$ cat src/rtl/hub75_scan_driver.sv
// hub75_scan_driver
//   Scans a HUB75 RGB LED panel with binary-coded modulation. For each row
//   pair and each bit-plane it shifts one column line out of the framebuffer,
//   blanks, latches, then lights the row for a plane-weighted time scaled by
//   the global brightness.
//
//   Per plane: 1 fetch cycle + 2*COLUMNS shift cycles + BLANK + LATCH
//   + (DISP_BASE << p) display cycles.
//
// Ports
//   clk, rst              system clock, synchronous active-high reset
//   enable                scan frames while high; stops at a frame boundary
//   brightness[7:0]       global intensity, sampled once per plane at LATCH
//   fb_rd_en, fb_addr     framebuffer read strobe / {row, column} address
//   fb_data0, fb_data1    upper / lower half pixel {R,G,B}, 1 cycle after read
//   ADDR                  panel row address
//   OE                    panel output enable, active-low
//   LATCH                 panel latch strobe
//   RGB0, RGB1            panel colour bits {R,G,B}
//   clk_out               panel shift clock (panel samples on rising edge)
//   frame_done            one-cycle pulse after the last plane of the last row
module hub75_scan_driver #(
  parameter int COLUMNS   = 64,
  parameter int ROW_PAIRS = 16,
  parameter int BPP       = 4,
  parameter int DISP_BASE = 16,
  localparam int ADDR_W   = $clog2(ROW_PAIRS),
  localparam int COL_W    = $clog2(COLUMNS)
) (
  input  logic                      clk,
  input  logic                      rst,
  input  logic                      enable,
  input  logic [7:0]                brightness,
  output logic                      fb_rd_en,
  output logic [ADDR_W+COL_W-1:0]   fb_addr,
  input  logic [3*BPP-1:0]          fb_data0,
  input  logic [3*BPP-1:0]          fb_data1,
  output logic [ADDR_W-1:0]         ADDR,
  output logic                      OE,
  output logic                      LATCH,
  output logic [2:0]                RGB0,
  output logic [2:0]                RGB1,
  output logic                      clk_out,
  output logic                      frame_done
);

  localparam int P_W = (BPP > 1) ? $clog2(BPP) : 1;
  // Wide enough to hold the longest display time DISP_BASE << (BPP-1).
  localparam int T_W = $clog2((DISP_BASE << (BPP - 1)) + 1);

  localparam logic [COL_W-1:0]  COL_LAST = COL_W'(COLUMNS - 1);
  localparam logic [ADDR_W-1:0] ROW_LAST = ADDR_W'(ROW_PAIRS - 1);
  localparam logic [P_W-1:0]    P_LAST   = P_W'(BPP - 1);

  typedef enum logic [2:0] {
    S_IDLE    = 3'd0,
    S_SHIFT   = 3'd1,
    S_BLANK   = 3'd2,
    S_LATCH   = 3'd3,
    S_DISPLAY = 3'd4
  } state_e;

  // Display time of plane p in clk cycles.
  function automatic logic [T_W-1:0] disp_len(input logic [P_W-1:0] p);
    return T_W'(DISP_BASE) << p;
  endfunction

  // Number of display cycles with OE active: (len * brightness) >> 8.
  function automatic logic [T_W-1:0] on_ticks(input logic [P_W-1:0] p,
                                               input logic [7:0]     b);
    logic [T_W+7:0] prod;
    prod = {8'd0, disp_len(p)} * {{T_W{1'b0}}, b};
    return prod[T_W+7:8];
  endfunction

  // Bit p of each colour field, packed {R,G,B}.
  function automatic logic [2:0] plane_bits(input logic [3*BPP-1:0] px,
                                            input logic [P_W-1:0]   p);
    logic [BPP-1:0] rf;
    logic [BPP-1:0] gf;
    logic [BPP-1:0] bf;
    rf = px[3*BPP-1 -: BPP];
    gf = px[2*BPP-1 -: BPP];
    bf = px[BPP-1:0];
    return {rf[p], gf[p], bf[p]};
  endfunction

  state_e              state_q, state_d;
  logic                fetch_q, fetch_d;   // SHIFT sub-cycle that reads column 0
  logic                phase_q, phase_d;   // 0: data setup, 1: clk_out high
  logic [COL_W-1:0]    c_q, c_d;
  logic [ADDR_W-1:0]   r_q, r_d;
  logic [P_W-1:0]      p_q, p_d;
  logic [T_W-1:0]      t_q, t_d;
  logic [7:0]          bright_q, bright_d;
  logic                frame_end_s;
  logic                last_tick_s;

  logic                fb_rd_en_q, fb_rd_en_d;
  logic [ADDR_W+COL_W-1:0] fb_addr_q, fb_addr_d;
  logic [COL_W-1:0]    rd_col_s;
  logic                rd_s;
  logic [ADDR_W-1:0]   addr_q, addr_d;
  logic                oe_q, oe_d;
  logic                latch_q, latch_d;
  logic                clk_out_q, clk_out_d;
  logic                frame_done_q, frame_done_d;
  logic [2:0]          rgb0_q, rgb1_q;
  logic                live_s;
  logic [2:0]          live0_s, live1_s;

  assign last_tick_s = (t_q == (disp_len(p_q) - T_W'(1)));

  // State and counter registers.
  always_ff @(posedge clk) begin
    if (rst) begin
      state_q  <= S_IDLE;
      fetch_q  <= 1'b0;
      phase_q  <= 1'b0;
      c_q      <= '0;
      r_q      <= '0;
      p_q      <= '0;
      t_q      <= '0;
      bright_q <= 8'd0;
    end else begin
      state_q  <= state_d;
      fetch_q  <= fetch_d;
      phase_q  <= phase_d;
      c_q      <= c_d;
      r_q      <= r_d;
      p_q      <= p_d;
      t_q      <= t_d;
      bright_q <= bright_d;
    end
  end

  // Next-state and counter update logic.
  always_comb begin
    state_d     = state_q;
    fetch_d     = fetch_q;
    phase_d     = phase_q;
    c_d         = c_q;
    r_d         = r_q;
    p_d         = p_q;
    t_d         = t_q;
    bright_d    = bright_q;
    frame_end_s = 1'b0;
    case (state_q)
      S_IDLE: begin
        if (enable) begin
          state_d = S_SHIFT;
          fetch_d = 1'b1;
          phase_d = 1'b0;
          c_d     = '0;
          r_d     = '0;
          p_d     = '0;
        end else begin
          state_d = S_IDLE;
        end
      end
      S_SHIFT: begin
        if (fetch_q) begin
          fetch_d = 1'b0;
          phase_d = 1'b0;
          c_d     = '0;
        end else if (!phase_q) begin
          phase_d = 1'b1;
        end else begin
          phase_d = 1'b0;
          if (c_q == COL_LAST) begin
            state_d = S_BLANK;
            c_d     = '0;
          end else begin
            c_d = c_q + COL_W'(1);
          end
        end
      end
      S_BLANK: begin
        state_d = S_LATCH;
      end
      S_LATCH: begin
        state_d  = S_DISPLAY;
        t_d      = '0;
        bright_d = brightness;
      end
      S_DISPLAY: begin
        if (last_tick_s) begin
          t_d = '0;
          if (p_q != P_LAST) begin
            p_d     = p_q + P_W'(1);
            state_d = S_SHIFT;
            fetch_d = 1'b1;
          end else begin
            p_d = '0;
            r_d = r_q + ADDR_W'(1);   // power-of-two row count wraps naturally
            if (r_q == ROW_LAST) begin
              frame_end_s = 1'b1;
              if (enable) begin
                state_d = S_SHIFT;
                fetch_d = 1'b1;
              end else begin
                state_d = S_IDLE;
                fetch_d = 1'b0;
              end
            end else begin
              state_d = S_SHIFT;
              fetch_d = 1'b1;
            end
          end
        end else begin
          t_d = t_q + T_W'(1);
        end
      end
      default: begin
        state_d = S_IDLE;
      end
    endcase
  end

  // Output decode from the upcoming state so the output registers line up
  // with the state register.
  always_comb begin
    rd_s     = (state_d == S_SHIFT) &&
               (fetch_d || (phase_d && (c_d != COL_LAST)));
    rd_col_s = fetch_d ? '0 : (c_d + COL_W'(1));
    fb_rd_en_d = rd_s;
    if (rd_s) begin
      fb_addr_d = {r_d, rd_col_s};
    end else begin
      fb_addr_d = fb_addr_q;
    end
    clk_out_d = (state_d == S_SHIFT) && !fetch_d && phase_d;
    if ((state_d == S_DISPLAY) && (t_d < on_ticks(p_d, bright_d))) begin
      oe_d = 1'b0;
    end else begin
      oe_d = 1'b1;
    end
    latch_d = (state_d == S_LATCH);
    if (state_d == S_BLANK) begin
      addr_d = r_d;
    end else begin
      addr_d = addr_q;
    end
    frame_done_d = frame_end_s;
  end

  // Panel and framebuffer output registers.
  always_ff @(posedge clk) begin
    if (rst) begin
      fb_rd_en_q   <= 1'b0;
      fb_addr_q    <= '0;
      addr_q       <= '0;
      oe_q         <= 1'b1;
      latch_q      <= 1'b0;
      clk_out_q    <= 1'b0;
      frame_done_q <= 1'b0;
    end else begin
      fb_rd_en_q   <= fb_rd_en_d;
      fb_addr_q    <= fb_addr_d;
      addr_q       <= addr_d;
      oe_q         <= oe_d;
      latch_q      <= latch_d;
      clk_out_q    <= clk_out_d;
      frame_done_q <= frame_done_d;
    end
  end

  // Framebuffer data arrives during phase 0 itself, so that phase passes the
  // selected bits straight through (settled before clk_out rises); the value
  // is captured for phase 1 and cleared once shifting ends.
  assign live_s  = (state_q == S_SHIFT) && !fetch_q && !phase_q;
  assign live0_s = plane_bits(fb_data0, p_q);
  assign live1_s = plane_bits(fb_data1, p_q);

  // Colour hold registers for shift phase 1.
  always_ff @(posedge clk) begin
    if (rst) begin
      rgb0_q <= 3'b000;
      rgb1_q <= 3'b000;
    end else if (live_s) begin
      rgb0_q <= live0_s;
      rgb1_q <= live1_s;
    end else if (state_d != S_SHIFT) begin
      rgb0_q <= 3'b000;
      rgb1_q <= 3'b000;
    end else begin
      rgb0_q <= rgb0_q;
      rgb1_q <= rgb1_q;
    end
  end

  assign fb_rd_en   = fb_rd_en_q;
  assign fb_addr    = fb_addr_q;
  assign ADDR       = addr_q;
  assign OE         = oe_q;
  assign LATCH      = latch_q;
  assign clk_out    = clk_out_q;
  assign frame_done = frame_done_q;
  assign RGB0       = live_s ? live0_s : rgb0_q;
  assign RGB1       = live_s ? live1_s : rgb1_q;

endmodule
$ cat config.mk
export PLATFORM = sky130hd
export DESIGN_NAME = hub75_scan_driver
export DESIGN_NICKNAME = d
export VERILOG_FILES = /design/src/rtl/hub75_scan_driver.sv
export SDC_FILE = /design/constraint.sdc
export NUM_CORES = 1
export LEC_CHECK = 0
export CAP_MARGIN = 10
export CORE_UTILIZATION = 55
export DETAILED_ROUTE_END_ITERATION = 16
export HOLD_SLACK_MARGIN = 0.1
export PLACE_DENSITY = 0.8
export SLEW_MARGIN = 0
export SYNTH_ARGS = -nofsm -noshare
export SYNTH_HDL_FRONTEND = slang
export SYNTH_SLANG_ARGS = --single-unit
$ cat constraint.sdc
create_clock -name clk -period 7.06 [get_ports clk]
set_input_delay 1.412 -clock clk [delete_from_list [all_inputs] [get_ports clk]]
set_output_delay 1.412 -clock clk [all_outputs]
set_load 0.02 [all_outputs]
======== Word level (Yosys, flattened, before mapping) ========
Cells that the tools add are included.
word-level totals
  flip-flop bits (word level) ............. 58
  output and inout port bits .............. 25
  logic and storage cells ................. 112
operators by class
  add/sub/neg operators ................... 6
  $mul .................................... 1
  $lt $le $gt $ge ......................... 2
  equality and inequality tests ........... 14
  shifts and indexed selects .............. 2
  mux-type cells .......................... 54
  bitwise logic cells ..................... 2
  reduce and logical (&&, ||, !) cells .... 14
operator list
  operator             number
  $mux 3               11
  $mux 6               5
  $mux 1               17
  $mul 8x8->16         1
  $mux 8               2
  $pmux 8 s2           1
  $shl 5x2->8 const A  2
  $pmux 3 s5           1
  $add 6x1->6 const B  2
  $bmux 1 s2           6
  $eq 3x2->1 const B   4
  $mux 4               3
  $pmux 6 s2           1
  $add 8x1->8 const B  1
  $eq 8x8->1           1
  $lt 8x8->1           1
  $pmux 4 s2           1
  $sub 8x1->8 const B  1
  $logic_and 1x1->1    7
  $eq 3x1->1 const B   2
  $eq 3x3->1 const B   2
  $eq 6x6->1 const B   1
  $mux 2               3
  $ne 6x6->1 const B   1
  other kinds (15)     18

======== Longest topological paths before layout ========
  depth after elaboration ................. 10
  mapped depth ............................ 30
  depth with buffers taken out ............ 29

======== Worst setup path before layout ========
Ideal clock, no wire load.
  kind .................................... input-to-reg
  from .................................... input port enable
  to ...................................... register oe_q, in the netlist OE
  data arrival time ....................... 6.374 ns
  required time ........................... 6.944 ns
  setup slack ............................. 0.570 ns
  cell stages on the path ................. 24
  path buffers ............................ 1
  cell sequence ........................... clkbuf_1 > nor3b_1 > nor2_1 > nand2_1 > o22a_1 > nor2_1 > fa_1 > ha_1 > ha_1 > inv_1 > fa_1 > inv_1 > ha_1 > a21o_1 > a21oi_1 > o21ai_0 > a21oi_1 > o21ai_0 > xnor2_1 > ha_1 > and3_1 > a221oi_1 > nand4_1 > a41o_1
on the way
  word-level cells in the longest chain between the ends .. 8
ends and longest elaborated chain
  element                                               line  source
  from (decl)                                           32    input logic enable,
  branches (longest 6 deep; another with $mul 8x8->16)  --
  $logic_and 1x1->1 *                                   233   if ((state_d == S_DISPLAY) && (t_d < on_ticks(p_d, bright_d))) begin
  $mux 1 *                                              233
  to (signal assigned)                                  253   oe_q <= 1'b1;
  to (signal assigned)                                  261   oe_q <= oe_d;
  to (decl)                                             104   logic oe_q, oe_d;
Mark *: on every way between the ends.
A chain may end at the register's enable or synchronous reset.

======== Worst setup path in the final report ========
Same ends and word-level chain as after synthesis.

==> results.yml <==
setup_path:
  cp_num_buf_inv: 4
  slowest_delay_ns: 0.54
  cp_max_fo: 6
  setup.worst_path.class: "in -> reg"
  required_ns: 7.29
  crit_path_end_kind: "flop"
  timing.critical_path.mode_cell: "ha_1"
  slowest_stage: "fa_1"
  path_delay_family: "adder cells"
  start_kind: "input port"
  critical_path_arrival_ns: 6.94
global_route:
  grt_overflow: 0
  grtUsageTotal: 0.254
  antenna_found_initial: 0
  grt_pass1_wl_um: 16500
  grt_pass1_vias: 3552
  grt_start_max_net_pins: 39
placement:
  routabilityCongestion: 0.866
  dpl.cell_count: 622
  portBuffers: 59
  post-dp-hpwl_um: 7580
  dp_slack_ns: -0.0206
finish:
  fin_util: 0.710
  layout.nets: 626
  layout.cells.most_common: "nor2_1"
  num-fill-cells: 568
  seq_area_um2: 1160
  insertedDiodeCount: 0
  areaGrowthSynthToFinish_pct: 22.7
  multiInputGateArea_um2: 2940
  final_cells: 639
  layout-drive-gt1-share: 0.119
  mostFrequentLayoutCells: "nor2_1 (61), clkdlybuf4s50_1 (59), dfxtp_1 (58), nand2_1 (45), ha_1 (43)"
yosys:
  avgSynthCellArea_um2: 9.05
  synth_area_leaders: "dfxtp_1 (27%), ha_1 (13%), fa_1 (5.6%)"
  synth_flop_cell: "dfxtp_1"
  yosysTopAreaCellShare: 0.272
  ys_warn_count: 0
  ys_ff_latch: 58
  syn_nets: 562
  synthDistinctLibCells: 72
  ys_seq_area_frac: 0.272
  syn-instance-count: 471
  synth-async-reset-ratio: 0
  synth_edf_count: 0
  synth_area_leader_cell: "dfxtp_1"
  syn-cell-area_um2: 4260
cts:
  clock_latency_ns: 0.35
  htreeDepth: 3
  cts_tree: "yes"
  cts-root-buf: "clkbuf_8"
  cts.clk_slew.worst_paths_ns: 0.07
  cts_buffers: 9
  clkSinkCount: 58
  clockBufferDepth: 2
sta:
  timing.hold.ws_ns: 0.458
  finClkSkew_ns: 0.0102
  post-route-period-util: 0.951
  setup_tns_ns: 0
  relSlewSlack: 0.572
  max_freq_mhz: 149
  fin_ws_ns: 0.349
  setup_viol: 0
  period_needed_ns: 6.71
  hold_violations: 0
  final-max-slew-violation-count: 0
  worst_slew_pin_slew_ns: 0.641
floorplan:
  die_area_um2: 8110
  rows: 31
  die_x_um: 90.1
  io_pins: 60
  core_um2: 7370
  initial_utilization: 0.579
  die_h_um: 90.1
routing:
  wl_per_cell_um: 15.6
  drc: 0
  viasPerCell: 5.71
  firstDrtPassIters: 5
  drtIter0Drc: 179
  vias: 3651
  routed_wl_um: 9970
  ant_nets: 0
power_and_ir_drop:
  p_leak_nw: 2.28
  power_density_nw_per_um2: 152
  worst_ir_drop_vdd_mv: 0.0794
worst_hold_path:
  hold_path.class: "reg -> reg"
status:
  outcome: "complete, no violations"
flow_run:
  drv_cap: 0
## cells in the mapped netlist (all sizes together) (8+ instances only)
| cell type | instances |
|---|---|
| buf | 8 |
| o21ai | 14 |
| fa | 12 |
| clkbuf | 9 |
| mux2 | 9 |
| inv | 24 |
| dfxtp | 58 |
| mux2i | 14 |
| ha | 44 |
| or2 | 10 |
| nand2 | 46 |
| a21oi | 23 |
| nand3 | 9 |
| xnor2 | 8 |
| and2 | 15 |
| nor2b | 10 |
| nor2 | 64 |
## stage by stage
step / power, mW / area (µm²)
3_3_place_gp: 0.420 / 4960
2_1_floorplan: 0.386 / 4260
4_1_cts: 0.795 / 5200
5_1_grt: 0.819 / 5230
3_5_place_dp: 0.422 / 4960
6_report: 0.793 / 5230
## state kept, by name (all words and copies together) (netlist names), 2 cells and up
| register | count |
|---|---|
| fb_addr | 10 |
| t_q | 8 |
| ADDR | 4 |
| c_q | 6 |
| bright_q | 8 |
| state_q | 3 |
| rgb0_q | 3 |
| r_q | 4 |
| p_q | 2 |
| rgb1_q | 3 |
## cell families after synthesis
family,share of synthesized area
mux,0.0927
fa+ha+maj,0.185
buf+inv,0.0423
simple gates,0.230
compound gates,0.144
xor+xnor,0.0326
other cells,0.000879
flops,0.272
## cell type report
type	count	share of cell area
Tap cell	99	0.0237
Sequential cell	58	0.222
Multi-Input combinational cell	372	0.562
Clock buffer	9	0.0237
Clock inverter	7	0.0225
Inverter	24	0.0172
Timing Repair Buffer	70	0.129
## path summary, 6_finish.rpt
kind,from,end,slack (ns),depth (start not counted)
max,enable,OE$_SDFF_PP1_,0.35,25
min,rgb1_q[0]$_SDFFE_PP0P_,rgb1_q[0]$_SDFFE_PP0P_,0.46,2
max reg2reg,p_q[0]$_SDFF_PP0_,OE$_SDFF_PP1_,0.55,25
min reg2reg,rgb1_q[0]$_SDFFE_PP0P_,rgb1_q[0]$_SDFFE_PP0P_,0.46,2
## worst min-delay path, delay by kind of cell, from the launching register on
| kind | cells | cell delay, ns |
|---|---|---|
| AOI/OAI and AO/OA | 1 | 0.05 |
| DFF | 1 | 0.31 |
| and+or+nand+nor | 1 | 0.05 |
## repair_timing
item / in CTS / in global routing
hold buffers: 0 / 0
buffers inserted: 0 / 1
resized for setup: 0 / 6
setup endpoints to repair: 0 / 1
## power breakdown
| part | internal [mW] | leakage [nW] | switching, mW |
|---|---|---|---|
| combinational | 0.0394 | 1.69 | 0.0396 |
| sequential | 0.331 | 0.469 | 0.00512 |
| clock | 0.234 | 0.123 | 0.143 |
## layer usage
metal,GRT usage,routed length (µm)
met5,0,0
met4,0.0860,191
met3,0.0541,330
met2,0.457,5210
met1,0.297,4230
(Power assumes the default switching activity.)
